[config.mk]
export PLATFORM = sky130hd
export DESIGN_NAME = pwm_multi_flat
export DESIGN_NICKNAME = d
export VERILOG_FILES = /design/src/rtl/pwm_multi_if.sv /design/src/rtl/pwm_multi.sv /design/src/flat_wrapper.sv
export SDC_FILE = /design/constraint.sdc
export NUM_CORES = 1
export LEC_CHECK = 0
export CORE_AREA = 2 2 183 185
export DETAILED_ROUTE_END_ITERATION = 12
export DIE_AREA = 0 0 185 187
export GPL_ROUTABILITY_DRIVEN = 0
export HOLD_SLACK_MARGIN = 0.05
export PLACE_DENSITY = 0.76
export SLEW_MARGIN = 25
export SYNTH_ARGS = -nofsm -noshare
export SYNTH_HDL_FRONTEND = slang
export SYNTH_SLANG_ARGS = --single-unit
[constraint.sdc]
create_clock -name clk -period 3.5 [get_ports clk]
set_input_delay 0.875 -clock clk [delete_from_list [all_inputs] [get_ports clk]]
set_output_delay 0.875 -clock clk [all_outputs]
set_load 0.1 [all_outputs]
[src/rtl/pwm_multi_if.sv]
`default_nettype none
// ============================================================================
// Module   : pwm_multi_if
// Brief    : Duty-write bus carrying one channel/duty pair per strobe.
// Revision : 1.0
// ============================================================================
interface pwm_multi_if #(
  parameter int NCH = 9,
  parameter int RES = 16
);
  localparam int CHW = (NCH > 1) ? $clog2(NCH) : 1;

  logic           wr_en;
  logic [CHW-1:0] wr_ch;
  logic [RES-1:0] wr_duty;

  modport master (output wr_en, wr_ch, wr_duty);
  modport slave  (input  wr_en, wr_ch, wr_duty);
endinterface
`default_nettype wire

[src/rtl/pwm_multi.sv]
`default_nettype none
// ============================================================================
// Module   : pwm_multi
// Brief    : Shared-counter multi-channel PWM, edge/center aligned, buffered duties.
// Revision : 1.0
// ============================================================================
module pwm_multi #(
  parameter int NCH = 9,
  parameter int RES = 16
) (
  input  logic            clk,
  input  logic            rst_n,
  input  logic            en,
  input  logic            mode,
  input  logic [RES-1:0]  period,
  pwm_multi_if.slave      wr_bus,
  input  logic [NCH-1:0]  polarity,
  output logic [NCH-1:0]  pwm_out,
  output logic            period_start
);
  localparam int CHW = (NCH > 1) ? $clog2(NCH) : 1;
  localparam logic [RES-1:0] ONE = RES'(1);

  typedef enum logic {
    DIR_UP   = 1'b0,
    DIR_DOWN = 1'b1
  } dir_e;

  logic [RES-1:0] cnt_q, cnt_d;
  dir_e           dir_q, dir_d;
  logic [RES-1:0] p_act_q, p_act_d;
  logic           mode_act_q, mode_act_d;
  logic [RES-1:0] pend_q [NCH];
  logic [RES-1:0] pend_d [NCH];
  logic [RES-1:0] act_q  [NCH];
  logic [RES-1:0] act_d  [NCH];
  logic [NCH-1:0] pwm_q, pwm_d;
  logic           period_start_q, period_start_d;
  logic           load;
  logic [NCH-1:0] pwm_raw;

  // Counter sequencing; the counter is bounded by p_act_q so it never wraps.
  always_comb begin
    cnt_d = cnt_q;
    dir_d = dir_q;
    if (!en) begin
      cnt_d = '0;
      dir_d = DIR_UP;
    end else if (!mode_act_q) begin
      cnt_d = (cnt_q >= p_act_q) ? '0 : cnt_q + ONE;
    end else if (p_act_q == '0) begin
      cnt_d = '0;
    end else if (dir_q == DIR_UP) begin
      if (cnt_q >= p_act_q) begin
        cnt_d = p_act_q - ONE;
        dir_d = DIR_DOWN;
      end else begin
        cnt_d = cnt_q + ONE;
      end
    end else begin
      cnt_d = (cnt_q <= ONE) ? '0 : cnt_q - ONE;
    end
    // Every period starts counting up, whatever mode the next period uses.
    if (cnt_d == '0) begin
      dir_d = DIR_UP;
    end
  end

  assign load = !en || (cnt_d == '0);

  // pend_d already holds a same-cycle write, so a load forwards it into act.
  always_comb begin
    for (int i = 0; i < NCH; i++) begin
      pend_d[i] = pend_q[i];
      if (wr_bus.wr_en && (wr_bus.wr_ch == CHW'(i))) begin
        pend_d[i] = wr_bus.wr_duty;
      end
      act_d[i] = load ? pend_d[i] : act_q[i];
    end
    p_act_d    = load ? period : p_act_q;
    mode_act_d = load ? mode   : mode_act_q;
  end

  for (genvar g = 0; g < NCH; g++) begin : g_ch
    assign pwm_raw[g] = (cnt_q < act_q[g]);
  end

  always_comb begin
    pwm_d          = en ? (pwm_raw ^ polarity) : polarity;
    period_start_d = en && (cnt_q == '0);
  end

  always_ff @(posedge clk or negedge rst_n) begin
    if (!rst_n) begin
      cnt_q          <= '0;
      dir_q          <= DIR_UP;
      p_act_q        <= '0;
      mode_act_q     <= 1'b0;
      pwm_q          <= '0;
      period_start_q <= 1'b0;
      for (int i = 0; i < NCH; i++) begin
        pend_q[i] <= '0;
        act_q[i]  <= '0;
      end
    end else begin
      cnt_q          <= cnt_d;
      dir_q          <= dir_d;
      p_act_q        <= p_act_d;
      mode_act_q     <= mode_act_d;
      pwm_q          <= pwm_d;
      period_start_q <= period_start_d;
      for (int i = 0; i < NCH; i++) begin
        pend_q[i] <= pend_d[i];
        act_q[i]  <= act_d[i];
      end
    end
  end

  assign pwm_out      = pwm_q;
  assign period_start = period_start_q;
endmodule
`default_nettype wire

[src/flat_wrapper.sv]
// flat-port wrapper written by rule: the top's interface ports become plain ports
module pwm_multi_flat 
#(
  parameter int NCH = 9,
  parameter int RES = 16
)
  (clk, rst_n, en, mode, period, polarity, pwm_out, period_start, wr_bus_wr_en, wr_bus_wr_ch, wr_bus_wr_duty);
  pwm_multi_if #(.NCH(NCH), .RES(RES)) wr_bus_i ();
  input  logic clk;
  input  logic rst_n;
  input  logic en;
  input  logic mode;
  input  logic [RES-1:0] period;
  input  logic [NCH-1:0] polarity;
  output logic [NCH-1:0] pwm_out;
  output logic period_start;
  input wire logic [$bits(wr_bus_i.wr_en)-1:0] wr_bus_wr_en;
  input wire logic [$bits(wr_bus_i.wr_ch)-1:0] wr_bus_wr_ch;
  input wire logic [$bits(wr_bus_i.wr_duty)-1:0] wr_bus_wr_duty;
  assign wr_bus_i.wr_en = wr_bus_wr_en;
  assign wr_bus_i.wr_ch = wr_bus_wr_ch;
  assign wr_bus_i.wr_duty = wr_bus_wr_duty;
  pwm_multi #(.NCH(NCH), .RES(RES)) u_core (.clk(clk), .rst_n(rst_n), .en(en), .mode(mode), .period(period), .wr_bus(wr_bus_i), .polarity(polarity), .pwm_out(pwm_out), .period_start(period_start));
endmodule
==> results.json, run 1 <==
{
  "rr_worst_depth": 15,
  "antenna_found_initial": 0,
  "worst_path_largest_cell_delay_ns": 0.41,
  "cts-buffers-inserted": 37,
  "synth_top_family_by_area": "multiplexers",
  "setup_violations": 160,
  "setup_ws_ns": -0.1782,
  "ir_worst_vdd_mv": 0.4428,
  "antenna_cells": 0,
  "slew_headroom": 0.5108,
  "clockBufferDepth": 3,
  "antenna_left": 0,
  "synth_compound_area_frac": 0.07275,
  "drive_gt1_frac": 0.3333,
  "synthDistinctLibCells": 63,
  "die-area_um2": 34600,
  "rows": 67,
  "holdWs_ns": 0.3851,
  "p_total_mw": 15.13,
  "cts-root-buf": "clkbuf_16",
  "regArea_um2": 8310,
  "period_needed_ns": 3.678,
  "io_pins": 60,
  "die_w_um": 185,
  "min_path_type": "primary input to asynchronous set/reset pin",
  "start_util": 0.5480,
  "drcViolationCount": 0,
  "tns_ns": -23.07,
  "dr_total_vias": 12040,
  "critical_path_class": "flip-flop to flip-flop",
  "cts_tree": "built",
  "r2r_start": "u_core.p_act_q[13]",
  "worst_slew_pin_slew_ns": 0.7338,
  "synth-edff-count": 0,
  "syn-cell-area_um2": 18010,
  "crit_start": "u_core.p_act_q[13]",
  "path_clk_slew_ns": 0.06,
  "cts-htree-levels": 2,
  "grtUsageMet1": 0.3363,
  "yosys_warnings": 0,
  "async_reset_ff_frac": 1.000,
  "finClkSkew_ns": 0.02083,
  "endpoint_kind": "flip-flop",
  "use_met3": 0.03466,
  "p_leak_nw": 10.74,
  "clock_sinks": 332,
  "multi_input_area_um2": 8900,
  "cp_data_required_time_ns": 3.91,
  "p_per_area_nw_per_um2": 699.2,
  "port_buffers": 59,
  "grt_busiest_layer": "met2",
  "cp_slowest_cell": "a221o_1",
  "drt-pass1-iter-count": 5,
  "synth_area_per_cell_um2": 12.33,
  "syn_inst": 1460,
  "fp.coreArea_um2": 32860,
  "ys.flop_type": "dfrtp_1",
  "slew_violations": 0,
  "vias_per_cell": 5.664,
  "dp_hpwl_um": 27580,
  "rsz0062_at_grt": "true",
  "syn-num-nets": 1667,
  "utilization": 0.6584,
  "wl_um": 41520,
  "path_cells": "inv_2 -> ha_4 -> a21o_1 -> a21o_1 -> a221o_1 -> buf_6 -> a21oi_4 -> buf_4 -> o21ai_0 -> o2bb2ai_1 -> nor4_4 -> nand4_4 -> buf_12 -> buf_12 -> mux2_4",
  "cp-start-kind": "flip-flop",
  "die_h_um": 187,
  "status": "finished with violations",
  "area_growth_pct": 20.15,
  "grt_pass1_vias": 12840,
  "grt_usage": 0.2479,
  "hold_viol_final": 0,
  "crit_path_max_fanout": 15,
  "synthAdderAreaFrac": 0.1091,
  "ys_ff_latch": 332,
  "fin_crit_sh": 1.051,
  "drt-initial-drc-count": 891,
  "yosysSeqAreaShare": 0.4614,
  "synth_xor_area_frac": 0.01994,
  "grt_max_degree": 90,
  "fin_nets": 1858,
  "synthMuxAreaShare": 0.2084,
  "cts_hold_buffers": 0,
  "grt_use_met2": 0.4146,
  "wire_per_inst_um": 19.54,
  "clkLatencyLatePin_ns": 0.53,
  "gr-total-overflow": 0,
  "synth-simple-area-share": 0.07324,
  "crit_arrival_ns": 4.09,
  "violations": "setup timing",
  "grt_pass1_wl_um": 67850,
  "fmax_mhz": 271.9,
  "nFillCells": 2401,
  "cap_violations": 0
}
-- cells in the mapped netlist, drive strengths merged (14+ instances only) --
library cell  instances  area [µm²]
ha                  157        1964
nand3                19       95.09
nand4                14       102.6
a211oi               17       127.6
xnor2                28       245.2
dfrtp               332        8308
mux2                306        3712
o21ai                28       140.1
buf                  31       334.1
nor4                 17       118.9
and4                 16       140.1
nor3                 23       115.1
clkbuf               17       63.81
nor2                 23       86.33
a21o                 58       435.4
nor2b                17       106.4
inv                 159       596.8
nand2                34       127.6
a21oi                38       190.2
-- through the flow --
| stage | cells | setup slack [ns] | instance area [µm²] |
|---|---|---|---|
| after global placement | 2033 | -0.1632 | 19850 |
| after detailed placement | 2033 | -0.2082 | 19850 |
| after global routing | 2125 | -0.3074 | 21640 |
| after CTS | 2117 | -0.1320 | 21520 |
| after floorplan | 1460 | -0.07367 | 18100 |
| final | 2125 | -0.1782 | 21640 |
-- placed cells by master, fill, tap and decap left out, types with 5 or more instances in the layout --
| master | netlist | routed |
|---|---|---|
| clkinv_2 | 0 | 5 |
| buf_4 | 17 | 122 |
| xnor2_1 | 28 | 28 |
| or3_1 | 8 | 8 |
| nor2b_1 | 17 | 17 |
| ha_1 | 157 | 155 |
| and3_1 | 6 | 6 |
| clkbuf_8 | 0 | 8 |
| buf_6 | 1 | 8 |
| bufinv_16 | 0 | 7 |
| a21oi_1 | 38 | 36 |
| nand2_1 | 34 | 34 |
| xor2_1 | 13 | 12 |
| nand4_1 | 13 | 13 |
| o21ai_1 | 3 | 5 |
| clkbuf_16 | 0 | 37 |
| nand2b_1 | 13 | 13 |
| inv_1 | 159 | 158 |
| o31ai_1 | 9 | 8 |
| and4_1 | 16 | 16 |
| mux2_2 | 227 | 226 |
| mux2_4 | 71 | 80 |
| nor3_1 | 23 | 20 |
| a211oi_1 | 17 | 16 |
| a211o_1 | 6 | 6 |
| nand3_1 | 19 | 19 |
| dfrtp_1 | 332 | 330 |
| nor4b_1 | 6 | 5 |
| nor4_1 | 15 | 12 |
| or2_2 | 6 | 6 |
| a21o_1 | 58 | 57 |
| o21ai_0 | 25 | 23 |
| nor2_1 | 23 | 23 |
| clkdlybuf4s50_1 | 0 | 48 |
| nand4b_1 | 5 | 5 |
| buf_12 | 8 | 17 |
| o2bb2ai_1 | 6 | 6 |
-- metal layers --
layer	vias to the layer above	wire, µm
met1	6086	18290
met3	77	1941
met5	-	0
met4	0	1070
met2	304	20220
li1	5570	-
-- sequential cells by signal, summed over array words and instances (netlist names) --
register             flops
u_core.pend_q          144
u_core.mode_act_q        1
u_core.p_act_q          16
u_core.act_q           144
u_core.dir_q             1
u_core.pwm_out           9
u_core.cnt_q            16
u_core.period_start      1
-- worst max-delay path, delay by kind of cell, from the launching register on --
family	cells	cell delay, ns
AOI/OAI and AO/OA	6	1.30
adders and majority gates	1	0.20
buffers and inverters	5	0.78
DFF	1	0.39
muxes	1	0.30
and+or+nand+nor	2	0.57
-- power breakdown --
group | internal, mW | switching, mW
clock network | 2.63 | 1.59
registers | 5.13 | 0.615
logic | 2.81 | 2.36
total | 10.6 | 4.56
-- worst paths after layout --
check,endpoint,slack (ns)
hold / removal,u_core.p_act_q[0],0.39
hold reg to reg,u_core.pend_q[13],0.49
min in group clk,u_core.pend_q[13],0.49
max in group asynchronous,u_core.act_q[97],2.29
setup reg to reg,u_core.act_q[121],-0.18
setup / recovery,u_core.act_q[121],-0.18
-- layout make-up --
type	instances	share of cell area
inverters	159	0.02758
clock buffers	47	0.04823
well taps	448	0.02591
flip-flops and latches	332	0.3841
clock inverters	18	0.01319
repair buffers	200	0.08964
multi-input cells	921	0.4113
-- cell families after synthesis --
family          count (synthesis)
xor+xnor                       41
buf+inv                       207
mux                           310
compound gates                190
flops                         332
fa+ha+maj                     157
simple gates                  223
-- what timing repair did --
item / CTS / global route
pin swaps: 5 / 8
resized for setup: 31 / 12
cloned: 3 / 0
setup buffers: 16 / 8
endpoints found under the setup margin: 161 / 162
(Power assumes the default switching activity.)
==> run 2: changes to the inputs <==
--- a/config.mk
+++ b/config.mk
@@ -5,12 +5,13 @@
 export SDC_FILE = /design/constraint.sdc
 export NUM_CORES = 1
 export LEC_CHECK = 0
-export CORE_AREA = 2 2 183 185
+export CORE_AREA = 2 2 184 186
 export DETAILED_ROUTE_END_ITERATION = 12
-export DIE_AREA = 0 0 185 187
+export DIE_AREA = 0 0 186 188
 export GPL_ROUTABILITY_DRIVEN = 0
 export HOLD_SLACK_MARGIN = 0.05
-export PLACE_DENSITY = 0.76
+export PLACE_DENSITY = 0.75
+export SETUP_SLACK_MARGIN = 0.4
 export SLEW_MARGIN = 25
 export SYNTH_ARGS = -nofsm -noshare
 export SYNTH_HDL_FRONTEND = slang
==> results.json, run 2 (same netlist as run 1, synthesis figures left out) <==
{
  "grt_pass1_wl_um": 65560,
  "r2r_slack_ns": -0.12,
  "finClkSkew_ns": 0.02218,
  "vias_per_cell": 5.603,
  "cts-root-buf": "clkbuf_16",
  "drt-pass1-iter-count": 5,
  "seqPwrFrac": 0.389,
  "dp_hpwl_um": 26810,
  "fp.coreArea_um2": 33110,
  "cts_tree": "built",
  "crit_arrival_ns": 4.03,
  "clockBufferDepth": 3,
  "worst_slew_pin_slew_ns": 0.6070,
  "cap_violations": 0,
  "antenna_left": 0,
  "grt_max_degree": 100,
  "clkLatencyLatePin_ns": 0.54,
  "holdWs_ns": 0.2604,
  "area_growth_pct": 18.43,
  "setup_ws_ns": -0.1206,
  "rows": 67,
  "biggestRegsByFlops": "u_core.act_q (144), u_core.pend_q (144)",
  "switching_power_mw": 4.488,
  "period_needed_ns": 3.621,
  "tns_ns": -11.95,
  "switching_share": 0.3041,
  "io_pins": 60,
  "p_total_mw": 14.76,
  "antenna_found_initial": 0,
  "wire_per_inst_um": 19.15,
  "worst_path_largest_cell_delay_ns": 0.40,
  "clock_sinks": 332,
  "fin_nets": 1835,
  "violations": "setup timing",
  "path_common_cell": "buf_4",
  "fin_crit_sh": 1.034,
  "cp_slowest_cell": "dfrtp_2",
  "utilization": 0.6441,
  "drt-initial-drc-count": 702,
  "ir_worst_vdd_mv": 0.4366,
  "cts-htree-levels": 2,
  "use_met3": 0.03554,
  "crit_family": "compound AO/OA/AOI/OAI gates",
  "drive_gt1_frac": 0.3245,
  "grt_pass1_vias": 12480,
  "slew_headroom": 0.5940,
  "gr-total-overflow": 0,
  "die-area_um2": 34970,
  "drcViolationCount": 0,
  "cp.buffers_inverters": 6,
  "grt_use_met2": 0.3873,
  "crit_path_max_fanout": 19,
  "rr_worst_depth": 16,
  "layout_common_cells": "329 x dfrtp_1, 222 x mux2_2, 158 x inv_1",
  "r2r_start": "u_core.cnt_q[3]",
  "clkPwrFrac": 0.272,
  "dr_total_vias": 11780,
  "cp-start-kind": "flip-flop",
  "slew_violations": 0,
  "path_clk_slew_ns": 0.06,
  "die_w_um": 186,
  "endpoint_kind": "flip-flop",
  "wl_um": 40260,
  "grt_usage": 0.2372,
  "final_area_um2": 21330,
  "cp.depth": 16,
  "pwr-share-comb": 0.339,
  "port_buffers": 59,
  "p_leak_nw": 10.59,
  "min_path_type": "primary input to asynchronous set/reset pin",
  "hold_viol_final": 0,
  "cp_data_required_time_ns": 3.91,
  "p_per_area_nw_per_um2": 692.0,
  "setup_violations": 161,
  "rsz0062_at_grt": "true",
  "worstReg2RegEnd": "u_core.act_q[29]",
  "antenna_cells": 0,
  "cts-buffers-inserted": 38,
  "placed_cell_area_um2": 19670,
  "grt_busiest_layer": "met2",
  "start_util": 0.5438,
  "layout_commonest_cell": "dfrtp_1",
  "internal_power_mw": 10.27,
  "grtUsageMet1": 0.3257,
  "path_cells": "buf_4 -> ha_1 -> a211oi_2 -> o21ai_1 -> a31o_2 -> buf_4 -> buf_4 -> a211o_1 -> a32oi_2 -> o221ai_2 -> nor4_4 -> nand4_4 -> buf_12 -> buf_6 -> buf_8 -> mux2_4",
  "fmax_mhz": 276.2,
  "critical_path_class": "flip-flop to flip-flop",
  "die_h_um": 188,
  "status": "finished with violations"
}
-- run 2: cell types whose count changed in the layout (fill, tap and decap cells not counted), moves of 3 or more --
cell       change
mux2_2         -4
buf_6          -3
clkbuf_16      +4
clkinv_2       +3
bufinv_16      -4
inv_6          -3
buf_4         -14
buf_12        -11
mux2_4         +3
-- run 2: worst max-delay path by stage --
stage,from,slack [ns],to
floorplan,u_core.cnt_q[4],-0.07,u_core.act_q[107]
global placement,u_core.cnt_q[4],-0.25,u_core.act_q[107]
detailed placement,u_core.cnt_q[4],-0.31,u_core.act_q[107]
CTS,u_core.p_act_q[0],-0.08,u_core.act_q[137]
global route,u_core.cnt_q[13],-0.24,u_core.act_q[29]
finish,u_core.cnt_q[3],-0.12,u_core.act_q[29]
-- run 2: what timing repair did --
item,in CTS,in global routing
buffers inserted,3,5
hold buffers,0,0
pin swaps,4,11
endpoints found under the setup margin,162,162
resized for setup,19,17
gates cloned,3,2
-- run 2: metal layers --
| layer | up-vias | part of all wire |
|---|---|---|
| li1 | 5535 | - |
| met5 | - | 0 |
| met2 | 234 | 0.48 |
| met4 | 0 | 0.026 |
| met1 | 5926 | 0.46 |
| met3 | 88 | 0.033 |
-- run 2: final cells by class --
class	instances	area [µm²]
Sequential cell	332	8312
Tap cell	448	560.5
Fill cell	2478	11790
Clock inverter	16	186.4
Inverter	159	596.8
Clock buffer	51	1101
Timing Repair Buffer	175	1658
Multi-Input combinational cell	922	8912
-- run 2: through the flow --
stage / std cells / worst slack, ns
6_report: 2103 / -0.1206
5_1_grt: 2103 / -0.2379
4_1_cts: 2096 / -0.07721
3_5_place_dp: 2023 / -0.3051
3_3_place_gp: 2023 / -0.2462
2_1_floorplan: 1460 / -0.07367
-- run 2: power by group through the flow --
stage	registers [mW]	clock network [mW]	logic (mW)
after floorplan	5.75	0	3.61
final	5.74	4.02	5.00
after global placement	5.72	0	4.55
after global routing	5.89	4.27	5.52
after CTS	5.73	4.11	4.95
after detailed placement	5.78	0	4.76
==> run 3: changes to the inputs <==
--- a/config.mk
+++ b/config.mk
@@ -16,3 +16,4 @@
 export SYNTH_ARGS = -nofsm -noshare
 export SYNTH_HDL_FRONTEND = slang
 export SYNTH_SLANG_ARGS = --single-unit
+export TNS_END_PERCENT = 5
==> results.json, run 3 (same netlist as run 1, synthesis figures left out) <==
{
  "drive_gt1_frac": 0.3233,
  "fp.coreArea_um2": 33110,
  "crit_path_max_fanout": 19,
  "period_needed_ns": 3.618,
  "clkLatencyLatePin_ns": 0.54,
  "cap_violations": 0,
  "antenna_left": 0,
  "grt_usage": 0.2368,
  "cts-htree-levels": 2,
  "cp-start-kind": "flip-flop",
  "cts_tree": "built",
  "port_buffers": 59,
  "antenna_cells": 0,
  "antenna_found_initial": 0,
  "biggestRegsByFlops": "u_core.act_q (144), u_core.pend_q (144)",
  "endpoint_kind": "flip-flop",
  "drt-pass1-iter-count": 7,
  "tns_ns": -12.18,
  "crit_arrival_ns": 4.02,
  "status": "finished with violations",
  "layout_common_cells": "329 x dfrtp_1, 221 x mux2_2, 158 x inv_1",
  "rsz0062_at_grt": "true",
  "critical_path_class": "flip-flop to flip-flop",
  "dp_slack_ns": -0.3051,
  "grt_max_degree": 100,
  "hold_viol_final": 0,
  "min_path_type": "primary input to asynchronous set/reset pin",
  "io_pins": 60,
  "fin_cells": 2103,
  "drcViolationCount": 0,
  "setup_violations": 161,
  "die_w_um": 186,
  "dr_total_vias": 11780,
  "vias_per_cell": 5.603,
  "setup_ws_ns": -0.1180,
  "cp_data_required_time_ns": 3.91,
  "fin_nets": 1835,
  "grt_pass1_wl_um": 65480,
  "dp.cells": 2023,
  "gr-total-overflow": 0,
  "fmax_mhz": 276.4,
  "wire_per_inst_um": 19.15,
  "finClkSkew_ns": 0.02260,
  "p_per_area_nw_per_um2": 692.5,
  "violations": "setup timing",
  "clockBufferDepth": 3,
  "nFillCells": 2483,
  "die-area_um2": 34970,
  "slew_headroom": 0.5776,
  "dp_hpwl_um": 26810,
  "cts-buffers-inserted": 38,
  "ir_worst_vdd_mv": 0.4375,
  "die_h_um": 188,
  "drt-initial-drc-count": 716,
  "path_clk_slew_ns": 0.06,
  "start_util": 0.5438,
  "layout_commonest_cell": "dfrtp_1",
  "holdWs_ns": 0.2603,
  "slew_violations": 0,
  "clock_sinks": 332,
  "grt_pass1_vias": 12470,
  "p_leak_nw": 10.60,
  "wl_um": 40260,
  "rows": 67,
  "cts-root-buf": "clkbuf_16",
  "worst_slew_pin_slew_ns": 0.6317,
  "area_growth_pct": 18.39,
  "fin_crit_sh": 1.034
}
## run 3: final cells by class
class	count	area, µm²	share of cell area
sequential	332	8312	0.3899
multi-input combinational	922	8909	0.4179
tap	448	560.5	0.02629
clock inverter	16	186.4	0.008745
inverter	159	596.8	0.02799
timing repair buffer	175	1654	0.07759
clock buffer	51	1101	0.05165
## run 3: routing by layer
metal  vias to the layer above  GRT usage  share of wire
met2                       240     0.3869           0.48
met5                         -          0              0
met1                      5929     0.3252           0.46
met3                        84    0.03632          0.036
li1                       5531          -              -
met4                         0    0.07329          0.025
## run 3: critical path: stages, from the launching register on
cell and delay [ns]:
dfrtp_2 0.40, buf_4 0.22, ha_1 0.22, a211oi_2 0.18
o21ai_1 0.09, a31o_2 0.24, buf_4 0.16, buf_4 0.13
a211o_1 0.26, a32oi_2 0.27, o221ai_2 0.16, nor4_4 0.27
nand4_4 0.14, buf_12 0.19, buf_6 0.13, buf_8 0.13
mux2_4 0.29
## run 3: repair_timing
item	4_1_cts	5_1_grt
gates cloned	3	2
hold buffers	0	0
endpoints found under the hold margin	0	0
setup buffers	3	5
pin swaps	6	10
gates resized for setup	17	17
endpoints found under the setup margin	162	162
## run 3: report_power, final
group,switching [mW],internal [mW],leakage (nW)
Combinational,2.30,2.71,5.89
Sequential,0.614,5.13,4.07
Clock,1.58,2.44,0.635
## run 3: path summary, 6_finish.rpt
path	to	depth (start not counted)	from	slack (ns)
setup / recovery	u_core.act_q[29]	16	u_core.cnt_q[3]	-0.12
hold / removal	u_core.act_q[88]	1	rst_n	0.26
setup reg to reg	u_core.act_q[29]	16	u_core.cnt_q[3]	-0.12
hold reg to reg	u_core.act_q[107]	1	u_core.act_q[107]	0.49
max in group asynchronous	u_core.act_q[130]	2	rst_n	2.31
min in group clk	u_core.act_q[107]	1	u_core.act_q[107]	0.49
## run 3: through the flow
stage	power (mW)	area, µm²	util
3_5_place_dp	10.54	19670	0.5941
4_1_cts	14.79	21150	0.6387
2_1_floorplan	9.364	18100	-
3_3_place_gp	10.27	19670	0.5941
5_1_grt	15.68	21320	0.6438
6_report	14.76	21320	0.6438
